==> config.mk <==
export PLATFORM = sky130hd
export DESIGN_NAME = dmem_port_sched
export DESIGN_NICKNAME = d
export VERILOG_FILES = /design/src/rtl/dmem_port_sched.sv
export SDC_FILE = /design/constraint.sdc
export NUM_CORES = 1
export LEC_CHECK = 0
export BUFFER_PORTS_ARGS = -buffer_cell sky130_fd_sc_hd__buf_4
export CAP_MARGIN = 30
export CORE_MARGIN = 8
export CORE_UTILIZATION = 50
export CTS_BUF_LIST = sky130_fd_sc_hd__clkbuf_4
export CTS_CLUSTER_SIZE = 25
export DETAILED_ROUTE_END_ITERATION = 6
export GPL_ROUTABILITY_DRIVEN = 0
export PLACE_DENSITY_LB_ADDON = 0.05
export SLEW_MARGIN = 20
export SYNTH_ARGS = -nofsm -noshare
export SYNTH_HDL_FRONTEND = slang
export SYNTH_SLANG_ARGS = --single-unit
==> constraint.sdc <==
create_clock -name clk -period 2.3 [get_ports clk]
set_clock_uncertainty 0.1 [all_clocks]
set_input_delay 0 -clock clk [delete_from_list [all_inputs] [get_ports clk]]
set_output_delay 0 -clock clk [all_outputs]
set_load 0.005 [all_outputs]
==> src/rtl/dmem_port_sched.sv <==
// Two-slot data-memory port scheduler: serialises an older/younger request pair onto one SRAM port.
// Define DMEM_ALIGN_CHECK_EN to enable alignment checking at accept time.
module dmem_port_sched (
    input  logic        clk,
    input  logic        rst,
    input  logic        flush,
    input  logic        req0,
    input  logic        req1,
    input  logic        we0,
    input  logic        we1,
    input  logic [3:0]  sel0,
    input  logic [3:0]  sel1,
    input  logic [31:0] addr0,
    input  logic [31:0] addr1,
    input  logic [31:0] wdata0,
    input  logic [31:0] wdata1,
    output logic        data_sram_en,
    output logic [3:0]  data_sram_wen,
    output logic [31:0] data_sram_addr,
    output logic [31:0] data_sram_wdata,
    input  logic [31:0] data_sram_rdata,
    output logic        stall_req,
    output logic        done,
    output logic [31:0] rdata0,
    output logic [31:0] rdata1,
    output logic        adel0,
    output logic        ades0,
    output logic        adel1,
    output logic        ades1
);

    typedef enum logic [1:0] {
        IDLE,
        A0,
        A1,
        RESP
    } state_t;

    state_t state;
    state_t state_nxt;
    state_t prev;

    logic        done_q;
    logic        issue1_q;
    logic        we0_q;
    logic        we1_q;
    logic [3:0]  sel0_q;
    logic [3:0]  sel1_q;
    logic [29:0] addr0_q;
    logic [29:0] addr1_q;
    logic [31:0] wdata0_q;
    logic [31:0] wdata1_q;

    logic accept;
    logic mis0;
    logic mis1;
    logic go0;
    logic go1;
    logic unused_lo;

    assign unused_lo = ^{addr0[1:0], addr1[1:0]};

`ifdef DMEM_ALIGN_CHECK_EN
    function automatic logic misaligned(input logic [3:0] sel,
                                        input logic [1:0] lo);
        logic bad;
        bad = 1'b0;
        if (sel == 4'b1111)
            bad = (lo != 2'b00);
        else if (sel == 4'b0011 || sel == 4'b1100)
            bad = lo[0];
        return bad;
    endfunction

    assign mis0 = req0 & misaligned(sel0, addr0[1:0]);
    assign mis1 = req1 & misaligned(sel1, addr1[1:0]);
`else
    assign mis0 = 1'b0;
    assign mis1 = 1'b0;
`endif

    // A faulting older slot also kills the younger one.
    assign go0 = req0 & ~mis0;
    assign go1 = req1 & ~mis1 & ~mis0;

    // The done cycle retires the held pair, so it must not be re-accepted.
    assign accept = (state == IDLE) & (req0 | req1) & ~flush & ~done_q;

    assign stall_req = (state == IDLE) ? ((req0 | req1) & ~done_q) : 1'b1;
    assign done      = done_q;

    always_comb begin
        state_nxt       = state;
        data_sram_en    = 1'b0;
        data_sram_wen   = 4'b0000;
        data_sram_addr  = 32'h0;
        data_sram_wdata = 32'h0;
        unique case (state)
            IDLE: begin
                if (accept) begin
                    if (go0)
                        state_nxt = A0;
                    else if (go1)
                        state_nxt = A1;
                    else
                        state_nxt = RESP;
                end
            end
            A0: begin
                data_sram_en    = 1'b1;
                data_sram_wen   = we0_q ? sel0_q : 4'b0000;
                data_sram_addr  = {addr0_q, 2'b00};
                data_sram_wdata = wdata0_q;
                state_nxt       = issue1_q ? A1 : RESP;
            end
            A1: begin
                data_sram_en    = 1'b1;
                data_sram_wen   = we1_q ? sel1_q : 4'b0000;
                data_sram_addr  = {addr1_q, 2'b00};
                data_sram_wdata = wdata1_q;
                state_nxt       = RESP;
            end
            RESP: begin
                state_nxt = IDLE;
            end
            default: begin
                state_nxt = IDLE;
            end
        endcase
        if (flush)
            state_nxt = IDLE;
        if (rst) begin
            data_sram_en  = 1'b0;
            data_sram_wen = 4'b0000;
        end
    end

    always_ff @(posedge clk) begin
        if (rst) begin
            state  <= IDLE;
            prev   <= IDLE;
            done_q <= 1'b0;
        end else begin
            state  <= state_nxt;
            prev   <= state;
            done_q <= (state == RESP) & ~flush;
        end
    end

    always_ff @(posedge clk) begin
        if (rst) begin
            issue1_q <= 1'b0;
            we0_q    <= 1'b0;
            we1_q    <= 1'b0;
            sel0_q   <= 4'b0000;
            sel1_q   <= 4'b0000;
            addr0_q  <= 30'h0;
            addr1_q  <= 30'h0;
            wdata0_q <= 32'h0;
            wdata1_q <= 32'h0;
            rdata0   <= 32'h0;
            rdata1   <= 32'h0;
        end else begin
            if (accept) begin
                issue1_q <= go1;
                we0_q    <= we0;
                we1_q    <= we1;
                sel0_q   <= sel0;
                sel1_q   <= sel1;
                addr0_q  <= addr0[31:2];
                addr1_q  <= addr1[31:2];
                wdata0_q <= wdata0;
                wdata1_q <= wdata1;
                rdata0   <= 32'h0;
                rdata1   <= 32'h0;
            end
            // SRAM data arrives one cycle after the access was driven.
            if (state == A1 && prev == A0 && !flush)
                rdata0 <= we0_q ? 32'h0 : data_sram_rdata;
            if (state == RESP && !flush) begin
                if (prev == A1)
                    rdata1 <= we1_q ? 32'h0 : data_sram_rdata;
                else if (prev == A0)
                    rdata0 <= we0_q ? 32'h0 : data_sram_rdata;
            end
        end
    end

`ifdef DMEM_ALIGN_CHECK_EN
    always_ff @(posedge clk) begin
        if (rst) begin
            adel0 <= 1'b0;
            ades0 <= 1'b0;
            adel1 <= 1'b0;
            ades1 <= 1'b0;
        end else if (accept) begin
            adel0 <= mis0 & ~we0;
            ades0 <= mis0 & we0;
            adel1 <= mis1 & ~mis0 & ~we1;
            ades1 <= mis1 & ~mis0 & we1;
        end
    end
`else
    assign adel0 = 1'b0;
    assign ades0 = 1'b0;
    assign adel1 = 1'b0;
    assign ades1 = 1'b0;
`endif

endmodule

==> results.sh, run 1 <==
export IMPL_hp_class="in -> reg"
export IMPL_synth_edf_count=0
export IMPL_drv_slew=0
export IMPL_crit_slowest_cell="dlygate4sd3_1"
export IMPL_min_to="rdata0[26]$_SDFF_PP0_"
export IMPL_core_um2=17900
export IMPL_post_route_period_util=0.961
export IMPL_die_area_um2=22700
export IMPL_dp_hpwl_um=19100
export IMPL_drt_vias_per_instance=5.87
export IMPL_finalHoldViolCount=0
export IMPL_worst_pin_slew_ns=0.603
export IMPL_synth_top_area_cell="dfxtp_1"
export IMPL_power_leakage_nw=5.50
export IMPL_fin_area_um2=14100
export IMPL_rsz0062_at_grt="no"
export IMPL_start_util=0.507
export IMPL_synthTopCellsByCount="dfxtp_1, a21oi_1, nand3_1, o21ai_0, nor2b_1"
export IMPL_grt_pass1_wl_um=54300
export IMPL_drive_gt1_frac=0.277
export IMPL_clock_sinks=204
export IMPL_cp_buffers_inverters=3
export IMPL_drt_initial_drc_count=887
export IMPL_cap_violations=0
export IMPL_cts_root_buf="clkbuf_4"
export IMPL_path_clk_slew_ns=0.07
export IMPL_cts_tree="built"
export IMPL_syn_cell_area_um2=9080
export IMPL_min_from="data_sram_rdata[26]"
export IMPL_grt_ovfl_total=0
export IMPL_ant_nets=0
export IMPL_max_stage_delay_ns=0.59
export IMPL_path_cells="inv_2 > ha_4 > nor2b_4 > buf_12 > nand3_1 > a21oi_1 > dlygate4sd3_1"
export IMPL_ys_seq_area_frac=0.450
export IMPL_synth_warning_count=0
export IMPL_pin_count=314
export IMPL_route_detailed_drc=0
export IMPL_vias=10523
export IMPL_synth_top_cell_area_share=0.450
export IMPL_cp_required_ns=2.78
export IMPL_gr_usage_all_layers=0.292
export IMPL_ff2ff_path_depth=7
export IMPL_antenna_found_initial=5
export IMPL_worstSetupPathType="reg -> reg"
export IMPL_p_per_area_nw_per_um2=590
export IMPL_reg2reg_to="addr0_q[26]$_SDFFE_PP0P_"
export IMPL_wirelength_met1_um=13400
export IMPL_synth_ff_type="dfxtp_1"
export IMPL_top_layer_used="met4"
export IMPL_switchingPower_w=0.00233
export IMPL_fp_dieW_um=151
export IMPL_yosysUniqueCellTypes=31
export IMPL_cp_end_kind="flip-flop"
export IMPL_period_needed_ns=2.21
export IMPL_firstDrtPassIters=6
export IMPL_dpl_worst_slack_ns=0.309
export IMPL_netlist_instances=1076
export IMPL_cp_max_fo=25
export IMPL_die_h_um=151
export IMPL_p_seq_frac=0.454
export IMPL_yosysMostFrequentCell="dfxtp_1"
export IMPL_internal_power_w=0.00600
export IMPL_synth_avg_cell_area_um2=8.44
export IMPL_min_delay_path_depth=3
export IMPL_swShare=0.280
export IMPL_port_buffers=303
export IMPL_dpl_instance_area_um2=11500
export IMPL_fin_ws_ns=0.0895
export IMPL_cts_buffers=55
export IMPL_cts_max_level=2
export IMPL_fmax_mhz=452
export IMPL_area_growth_pct=55.6
export IMPL_cp_depth=7
export IMPL_r2r_slack_ns=0.09
export IMPL_critPathArrivalTime_ns=2.69
export IMPL_status="finished clean"
export IMPL_synth_seq_cells=204
export IMPL_grt_pass1_vias=10535
export IMPL_cts_buffer_depth=3
export IMPL_comb_power_share=0.185
export IMPL_crit_family="buffers and inverters"
export IMPL_layout_nets=1707
export IMPL_num_rows=49
export IMPL_fin_hold_ws_ns=0.0545
export IMPL_tns_ns=0
export IMPL_start_kind="flip-flop"
export IMPL_routed_wl_met3_um=3480
export IMPL_wire_per_inst_um=19.7
export IMPL_clk_latency_ns=0.64
export IMPL_synth_area_leaders="dfxtp_1, a21oi_1, nand3_1"
export IMPL_irDropWorstVdd_uv=453
export IMPL_drt_total_wl_um=35300
export IMPL_grt_max_degree=76
export IMPL_slew_headroom=0.598
export IMPL_p_clk_frac=0.361
export IMPL_async_flop_share=0
export IMPL_route_met2_wl_um=17100
export IMPL_timing_rr_start="state[0]$_SDFFE_PP0P_"
export IMPL_setup_viol=0
[layout by cell type, fill, tap and decap left out, types with 2 or more instances in the layout]
cell,count
a32o_1,32
o211ai_1,32
nand3_1,145
conb_1,6
ha_4,3
clkbuf_4,79
nand2b_2,2
a221o_1,2
a211oi_1,2
buf_16,2
nor2_2,2
buf_12,14
nor2_1,5
dfxtp_2,2
dfxtp_1,202
nand3b_1,32
clkinv_1,6
diode_2,8
a22oi_1,62
inv_2,2
ha_1,2
nor2b_1,94
a21oi_1,171
dlygate4sd3_1,189
o21ai_0,134
buf_4,317
[power groups by stage]
stage               Combinational [W]  Clock (W)  Sequential [W]
floorplan                    0.000678          0         0.00382
global route                  0.00164    0.00326         0.00380
finish                        0.00154    0.00301         0.00378
global placement              0.00116          0         0.00384
CTS                           0.00148    0.00306         0.00377
detailed placement            0.00116          0         0.00385
[cells by family after synthesis]
family / Yosys count / synth area share
and+or+nand+nor: 288 / 0.183
DFF: 204 / 0.450
other: 1 / 0.000413
buffers and inverters: 139 / 0.0701
AOI/OAI and AO/OA: 439 / 0.290
adders and majority gates: 5 / 0.00689
[worst min-delay path, stage by stage]
cell and delay, ns:
dlygate4sd3_1 0.52, buf_4 0.11, a32o_1 0.14
[through the flow]
| stage | util | std cells | total power (W) |
|---|---|---|---|
| finish | 0.789 | 1792 | 0.00833 |
| detailed placement | 0.640 | 1506 | 0.00501 |
| global placement | 0.640 | 1506 | 0.00500 |
| floorplan | - | 1081 | 0.00450 |
| CTS | 0.786 | 1782 | 0.00831 |
| global route | 0.789 | 1789 | 0.00870 |
[state kept, by name, summed over array words and instances, names as in the netlist]
signal    count
rdata1       32
wdata1_q     32
done          1
wdata0_q     32
issue1_q      1
rdata0       32
state         2
sel1_q        4
addr1_q      30
prev          2
we1_q         1
addr0_q      30
we0_q         1
sel0_q        4
[repair_timing]
item / in CTS / in global routing
endpoints found under the setup margin: 67 / 62
gates cloned: 2 / 2
hold buffers: 189 / 0
buffers inserted: 0 / 0
resized for setup: 7 / 7
endpoints found under the hold margin: 204 / 0
[cell type report]
cell class / count / area [um^2]
antenna: 8 / 20.0
fill: 1247 / 3770
clock inverter: 6 / 22.5
clock buffer: 79 / 593
tap: 229 / 287
sequential: 204 / 4090
timing repair buffer: 524 / 4640
inverter: 3 / 11.3
multi-input combinational: 739 / 4470
[metal layers]
metal,global-route usage,up-vias
li1,-,4846
met1,0.343,5027
met2,0.483,553
met3,0.0857,97
met4,0.137,0
met5,0,-
[how the worst max path moves through the flow]
| stage | start | end | slack [ns] |
|---|---|---|---|
| 6_report | state[0]$_SDFFE_PP0P_ | addr0_q[26]$_SDFFE_PP0P_ | 0.09 |
| 5_1_grt | state[0]$_SDFFE_PP0P_ | addr0_q[26]$_SDFFE_PP0P_ | 0.0005 |
| 4_1_cts | state[0]$_SDFFE_PP0P_ | data_sram_wdata[7] | -0.02 |
| 3_5_place_dp | state[0]$_SDFFE_PP0P_ | wdata0_q[21]$_SDFFE_PP0P_ | 0.31 |
| 3_3_place_gp | state[0]$_SDFFE_PP0P_ | wdata0_q[21]$_SDFFE_PP0P_ | 0.34 |
| 2_1_floorplan | state[0]$_SDFFE_PP0P_ | rdata0[21]$_SDFF_PP0_ | 0.64 |
Note: power is estimated with default switching activity, not from simulation.
==> run 2, diff against run 1 <==
--- a/config.mk
+++ b/config.mk
@@ -7,8 +7,10 @@
 export LEC_CHECK = 0
 export BUFFER_PORTS_ARGS = -buffer_cell sky130_fd_sc_hd__buf_4
 export CAP_MARGIN = 30
+export CELL_PAD_IN_SITES_DETAIL_PLACEMENT = 0
+export CELL_PAD_IN_SITES_GLOBAL_PLACEMENT = 2
 export CORE_MARGIN = 8
-export CORE_UTILIZATION = 50
+export CORE_UTILIZATION = 29
 export CTS_BUF_LIST = sky130_fd_sc_hd__clkbuf_4
 export CTS_CLUSTER_SIZE = 25
 export DETAILED_ROUTE_END_ITERATION = 6
==> run 2 against run 1 <==
  * Fmax decreased by 1.8%
  * Global-route usage decreased by 8.8 points
  * Critical path depth unchanged
  * Final area increased by 12%
  * Sequential cell count unchanged
  * Routed wire length increased by 14%
  * Power increased by 6.7%
  * Combinational power increased by 14%
  * Largest power group unchanged
  * Highest routed layer is now met5
==> results.sh, run 2 (synthesis gave the netlist of run 1 again) <==
export IMPL_status="finished clean"
export IMPL_dpl_worst_slack_ns=0.400
export IMPL_pin_count=314
export IMPL_grt_ovfl_total=0
export IMPL_post_route_period_util=0.978
export IMPL_min_delay_path_depth=4
export IMPL_fin_ws_ns=0.0501
export IMPL_dp_hpwl_um=22900
export IMPL_start_kind="flip-flop"
export IMPL_cap_violations=0
export IMPL_dpl_instance_area_um2=11700
export IMPL_multi_input_area_um2=4500
export IMPL_wire_per_inst_um=19.0
export IMPL_num_rows=65
export IMPL_drive_gt1_frac=0.271
export IMPL_tns_ns=0
export IMPL_min_from="wdata1[31]"
export IMPL_grt_max_degree=106
export IMPL_path_clk_slew_ns=0.06
export IMPL_port_buffers=303
export IMPL_final_common_cell="buf_4"
export IMPL_grt_pass1_vias=11069
export IMPL_vias=10640
export IMPL_worstSetupPathType="reg -> reg"
export IMPL_gr_usage_all_layers=0.204
export IMPL_drt_initial_drc_count=581
export IMPL_r2r_slack_ns=0.05
export IMPL_rsz0062_at_grt="yes"
export IMPL_ant_nets=0
export IMPL_ff2ff_path_depth=7
export IMPL_cts_tree="built"
export IMPL_setup_viol=0
export IMPL_reg2reg_to="rdata0[0]$_SDFF_PP0_"
export IMPL_die_h_um=193
export IMPL_drv_slew=0
export IMPL_fin_area_um2=15900
export IMPL_fillers=3066
export IMPL_postLayoutCoreUtil=0.509
export IMPL_area_growth_pct=75.0
export IMPL_switchingPower_w=0.00252
export IMPL_fp_dieW_um=193
export IMPL_cp_end_kind="flip-flop"
export IMPL_path_cells="inv_2 > ha_4 > nor2b_4 > a2bb2oi_2 > buf_6 > a32o_1 > dlygate4sd3_1"
export IMPL_worst_pin_slew_ns=0.508
export IMPL_internal_power_w=0.00636
export IMPL_period_needed_ns=2.25
export IMPL_core_um2=31200
export IMPL_timing_rr_start="state[0]$_SDFFE_PP0P_"
export IMPL_swShare=0.284
export IMPL_p_per_area_nw_per_um2=559
export IMPL_finalHoldViolCount=0
export IMPL_clk_latency_ns=0.67
export IMPL_cp_max_fo=32
export IMPL_regArea_um2=4090
export IMPL_grt_pass1_wl_um=61000
export IMPL_layout_nets=1852
export IMPL_p_clk_frac=0.378
export IMPL_slew_headroom=0.661
export IMPL_layout_common_cells="buf_4, dlygate4sd3_1, dfxtp_1"
export IMPL_cp_required_ns=2.75
export IMPL_fin_hold_ws_ns=0.0456
export IMPL_firstDrtPassIters=4
export IMPL_die_area_um2=37200
export IMPL_power_leakage_nw=6.24
export IMPL_clock_sinks=204
export IMPL_start_util=0.291
export IMPL_cts_max_level=2
export IMPL_cts_buffers=60
export IMPL_cts_root_buf="clkbuf_4"
export IMPL_drt_total_wl_um=40300
export IMPL_drt_vias_per_instance=5.02
export IMPL_antenna_found_initial=3
export IMPL_p_seq_frac=0.425
export IMPL_irDropWorstVdd_uv=302
export IMPL_critPathArrivalTime_ns=2.70
export IMPL_comb_power_share=0.197
export IMPL_max_stage_delay_ns=0.57
export IMPL_hp_class="in -> reg"
export IMPL_min_to="wdata1_q[31]$_SDFFE_PP0P_"
export IMPL_fmax_mhz=444
export IMPL_crit_slowest_cell="dlygate4sd3_1"
export IMPL_route_detailed_drc=0
export IMPL_cts_buffer_depth=3
run 2: layer usage:
metal / up-vias / GRT usage / share of wire
met5: - / 0 / 0.00020
met4: 2 / 0.0592 / 0.021
met3: 62 / 0.0486 / 0.061
met2: 293 / 0.345 / 0.48
met1: 5134 / 0.254 / 0.44
li1: 5149 / - / -
run 2: area by class of cell:
class	instances	area share
Clock buffer	90	0.0425
Timing Repair Buffer	664	0.381
Sequential cell	204	0.257
Clock inverter	14	0.00331
Antenna cell	2	0.000315
Tap cell	402	0.0317
Inverter	3	0.000709
Multi-Input combinational cell	739	0.283
run 2: worst max-delay path by stage:
stage,startpoint,end,slack [ns],cells past startpoint
6_report,state[0]$_SDFFE_PP0P_,rdata0[0]$_SDFF_PP0_,0.05,7
4_1_cts,state[1]$_SDFFE_PP0P_,data_sram_wdata[24],-0.007,5
3_3_place_gp,state[0]$_SDFFE_PP0P_,addr1_q[7]$_SDFFE_PP0P_,0.40,6
3_5_place_dp,state[0]$_SDFFE_PP0P_,addr0_q[8]$_SDFFE_PP0P_,0.40,6
5_1_grt,state[1]$_SDFFE_PP0P_,data_sram_addr[22],-0.009,6
2_1_floorplan,state[0]$_SDFFE_PP0P_,rdata0[21]$_SDFF_PP0_,0.64,7
run 2: critical path, delay by kind of cell, from the launching register on:
family | cells | cell delay, ns
flops | 1 | 0.36
simple gates | 1 | 0.22
buf+inv | 3 | 0.89
compound gates | 2 | 0.31
fa+ha+maj | 1 | 0.24
run 2: power groups by stage:
stage | Clock [W] | Combinational, W | Sequential [W]
floorplan | 0 | 0.000678 | 0.00382
global placement | 0 | 0.00123 | 0.00385
detailed placement | 0 | 0.00124 | 0.00385
CTS | 0.00349 | 0.00170 | 0.00378
global route | 0.00369 | 0.00190 | 0.00380
finish | 0.00336 | 0.00175 | 0.00378
run 2: stage by stage:
stage                     total power (W)  cells
after CTS                         0.00896   2107
after global routing              0.00938   2118
after floorplan                   0.00450   1081
after detailed placement          0.00509   1683
after global placement            0.00509   1683
final                             0.00889   2118
run 2: timing repair:
item	4_1_cts	5_1_grt
buffers inserted	2	5
hold buffers	316	0
hold endpoints to repair	204	0
gates resized for setup	7	18
cloned	2	4
setup endpoints to repair	64	81
pin swaps	1	1
==> run 3, diff against run 2 <==
--- a/config.mk
+++ b/config.mk
@@ -10,8 +10,8 @@
 export CELL_PAD_IN_SITES_DETAIL_PLACEMENT = 0
 export CELL_PAD_IN_SITES_GLOBAL_PLACEMENT = 2
 export CORE_MARGIN = 8
-export CORE_UTILIZATION = 29
-export CTS_BUF_LIST = sky130_fd_sc_hd__clkbuf_4
+export CORE_UTILIZATION = 28
+export CTS_BUF_LIST = sky130_fd_sc_hd__clkbuf_4 sky130_fd_sc_hd__clkbuf_8 sky130_fd_sc_hd__clkbuf_16
 export CTS_CLUSTER_SIZE = 25
 export DETAILED_ROUTE_END_ITERATION = 6
 export GPL_ROUTABILITY_DRIVEN = 0
==> run 3 against run 2 <==
  * Power up 5.6%
  * Worst hold slack improved by 0.12 ns
  * Clock power is 23% higher
  * Highest routed layer is now met4
==> results.sh, run 3 (synthesis gave the netlist of run 1 again) <==
export IMPL_internal_power_w=0.00694
export IMPL_area_growth_pct=57.8
export IMPL_clock_sinks=204
export IMPL_critPathArrivalTime_ns=2.11
export IMPL_finalHoldViolCount=0
export IMPL_irDropWorstVdd_uv=467
export IMPL_ff2ff_path_depth=6
export IMPL_fin_ws_ns=0.0880
export IMPL_cts_max_level=1
export IMPL_min_from="data_sram_rdata[8]"
export IMPL_hp_class="in -> reg"
export IMPL_crit_slowest_cell="dfxtp_1"
export IMPL_cts_buffers=25
export IMPL_tns_ns=0
export IMPL_reg2reg_to="state[1]$_SDFFE_PP0P_"
export IMPL_drive_gt1_frac=0.261
export IMPL_drt_total_wl_um=37600
export IMPL_postLayoutCoreUtil=0.445
export IMPL_final_common_cell="buf_4"
export IMPL_cp_required_ns=2.20
export IMPL_min_delay_path_depth=3
export IMPL_r2r_slack_ns=0.10
export IMPL_p_seq_frac=0.403
export IMPL_fmax_mhz=452
export IMPL_path_cells="inv_1 > ha_2 > buf_16 > nand3_1 > a21oi_1 > buf_4"
export IMPL_cts_tree="built"
export IMPL_wire_per_inst_um=19.7
export IMPL_num_rows=66
export IMPL_clk_latency_ns=0.53
export IMPL_firstDrtPassIters=5
export IMPL_min_to="rdata0[8]$_SDFF_PP0_"
export IMPL_worst_pin_slew_ns=0.719
export IMPL_max_stage_delay_ns=0.34
export IMPL_cp_max_fo=34
export IMPL_start_util=0.282
export IMPL_drt_initial_drc_count=576
export IMPL_cts_root_buf="clkbuf_16"
export IMPL_gr_usage_all_layers=0.184
export IMPL_status="finished clean"
export IMPL_cap_violations=0
export IMPL_swShare=0.260
export IMPL_cts_buffer_depth=3
export IMPL_p_per_area_nw_per_um2=655
export IMPL_layout_nets=1655
export IMPL_grt_pass1_vias=9794
export IMPL_grt_pass1_wl_um=58000
export IMPL_cp_end_kind="output port"
export IMPL_pin_count=314
export IMPL_ant_nets=0
export IMPL_p_clk_frac=0.439
export IMPL_power_leakage_nw=5.44
export IMPL_port_buffers=303
export IMPL_layout_common_cells="buf_4, dfxtp_1, a21oi_1, dlygate4sd3_1, nand3_1"
export IMPL_start_kind="flip-flop"
export IMPL_comb_power_share=0.158
export IMPL_timing_rr_start="state[0]$_SDFFE_PP0P_"
export IMPL_route_detailed_drc=0
export IMPL_post_route_period_util=0.962
export IMPL_dp_hpwl_um=22500
export IMPL_period_needed_ns=2.21
export IMPL_dpl_worst_slack_ns=0.222
export IMPL_die_h_um=196
export IMPL_vias=9671
export IMPL_core_um2=32200
export IMPL_slew_headroom=0.521
export IMPL_worstSetupPathType="reg -> out"
export IMPL_fp_dieW_um=196
export IMPL_drv_slew=0
export IMPL_fin_hold_ws_ns=0.163
export IMPL_antenna_found_initial=2
export IMPL_switchingPower_w=0.00244
export IMPL_grt_max_degree=105
export IMPL_drt_vias_per_instance=5.08
export IMPL_die_area_um2=38500
export IMPL_setup_viol=0
export IMPL_path_clk_slew_ns=0.06
export IMPL_grt_ovfl_total=0
==> run 3: cell count changes in the layout (fill, tap and decap cells not counted), moves of 4 or more <==
| cell | before | now |
|---|---|---|
| a21oi_2 | 4 | 0 |
| nor2b_2 | 5 | 1 |
| clkbuf_4 | 90 | 6 |
| clkbuf_8 | 0 | 11 |
| a21oi_1 | 167 | 171 |
| nor2b_1 | 89 | 93 |
| clkinv_1 | 14 | 0 |
| clkbuf_16 | 3 | 26 |
| buf_4 | 324 | 314 |
| dlygate4sd3_1 | 316 | 171 |
==> run 3: layout make-up <==
cell class	count	area, um^2
inverters	3	11.3
clock inverters	4	48.8
well taps	408	510
clock buffers	42	822
flip-flops and latches	204	4080
diodes	3	7.51
multi-input cells	738	4430
repair buffers	503	4420
fillers	3259	17900
==> run 3: metrics by stage <==
stage,power [W],area (um^2),std cells
global placement,0.00508,11700,1684
finish,0.00938,14300,1905
global route,0.00981,14300,1903
floorplan,0.00450,9100,1081
CTS,0.00952,14300,1901
detailed placement,0.00508,11700,1684
==> run 3: layer usage <==
layer / up-vias / global-route usage / routed length [um]
li1: 4721 / - / -
met1: 4631 / 0.254 / 17500
met2: 274 / 0.287 / 16800
met3: 45 / 0.0432 / 2450
met4: 0 / 0.0449 / 829
met5: - / 0 / 0
==> run 3: critical path, delay by kind of cell, from the launching register on <==
kind / cells / cell delay, ns
AO/OA/AOI/OAI: 1 / 0.24
adder cells (fa/ha/maj): 1 / 0.32
buffers and inverters: 3 / 0.54
flip-flops: 1 / 0.34
AND/OR/NAND/NOR: 1 / 0.11
==> run 3: how the worst max path moves through the flow <==
stage	depth (start not counted)	startpoint	slack, ns	endpoint
6_report	6	state[0]$_SDFFE_PP0P_	0.09	data_sram_wen[3]
5_1_grt	6	state[0]$_SDFFE_PP0P_	-0.004	data_sram_wen[2]
4_1_cts	5	state[0]$_SDFFE_PP0P_	0.03	data_sram_wdata[9]
3_5_place_dp	7	state[0]$_SDFFE_PP0P_	0.22	wdata1_q[2]$_SDFFE_PP0P_
3_3_place_gp	7	state[0]$_SDFFE_PP0P_	0.23	wdata1_q[10]$_SDFFE_PP0P_
2_1_floorplan	7	state[0]$_SDFFE_PP0P_	0.64	rdata0[21]$_SDFF_PP0_
==> run 3: what timing repair did <==
action | 4_1_cts | 5_1_grt
setup endpoints to repair | 18 | 28
pin swaps | 0 | 0
gates resized for setup | 1 | 6
cloned | 0 | 1
hold buffers | 171 | 0
buffers inserted | 0 | 0
endpoints found under the hold margin | 202 | 0
==> run 3: power by group through the flow <==
| stage | logic (W) | clock network [W] | registers, W |
|---|---|---|---|
| 6_report | 0.00148 | 0.00412 | 0.00378 |
| 3_3_place_gp | 0.00123 | 0 | 0.00385 |
| 5_1_grt | 0.00162 | 0.00440 | 0.00379 |
| 3_5_place_dp | 0.00123 | 0 | 0.00385 |
| 4_1_cts | 0.00148 | 0.00426 | 0.00378 |
| 2_1_floorplan | 0.000678 | 0 | 0.00382 |
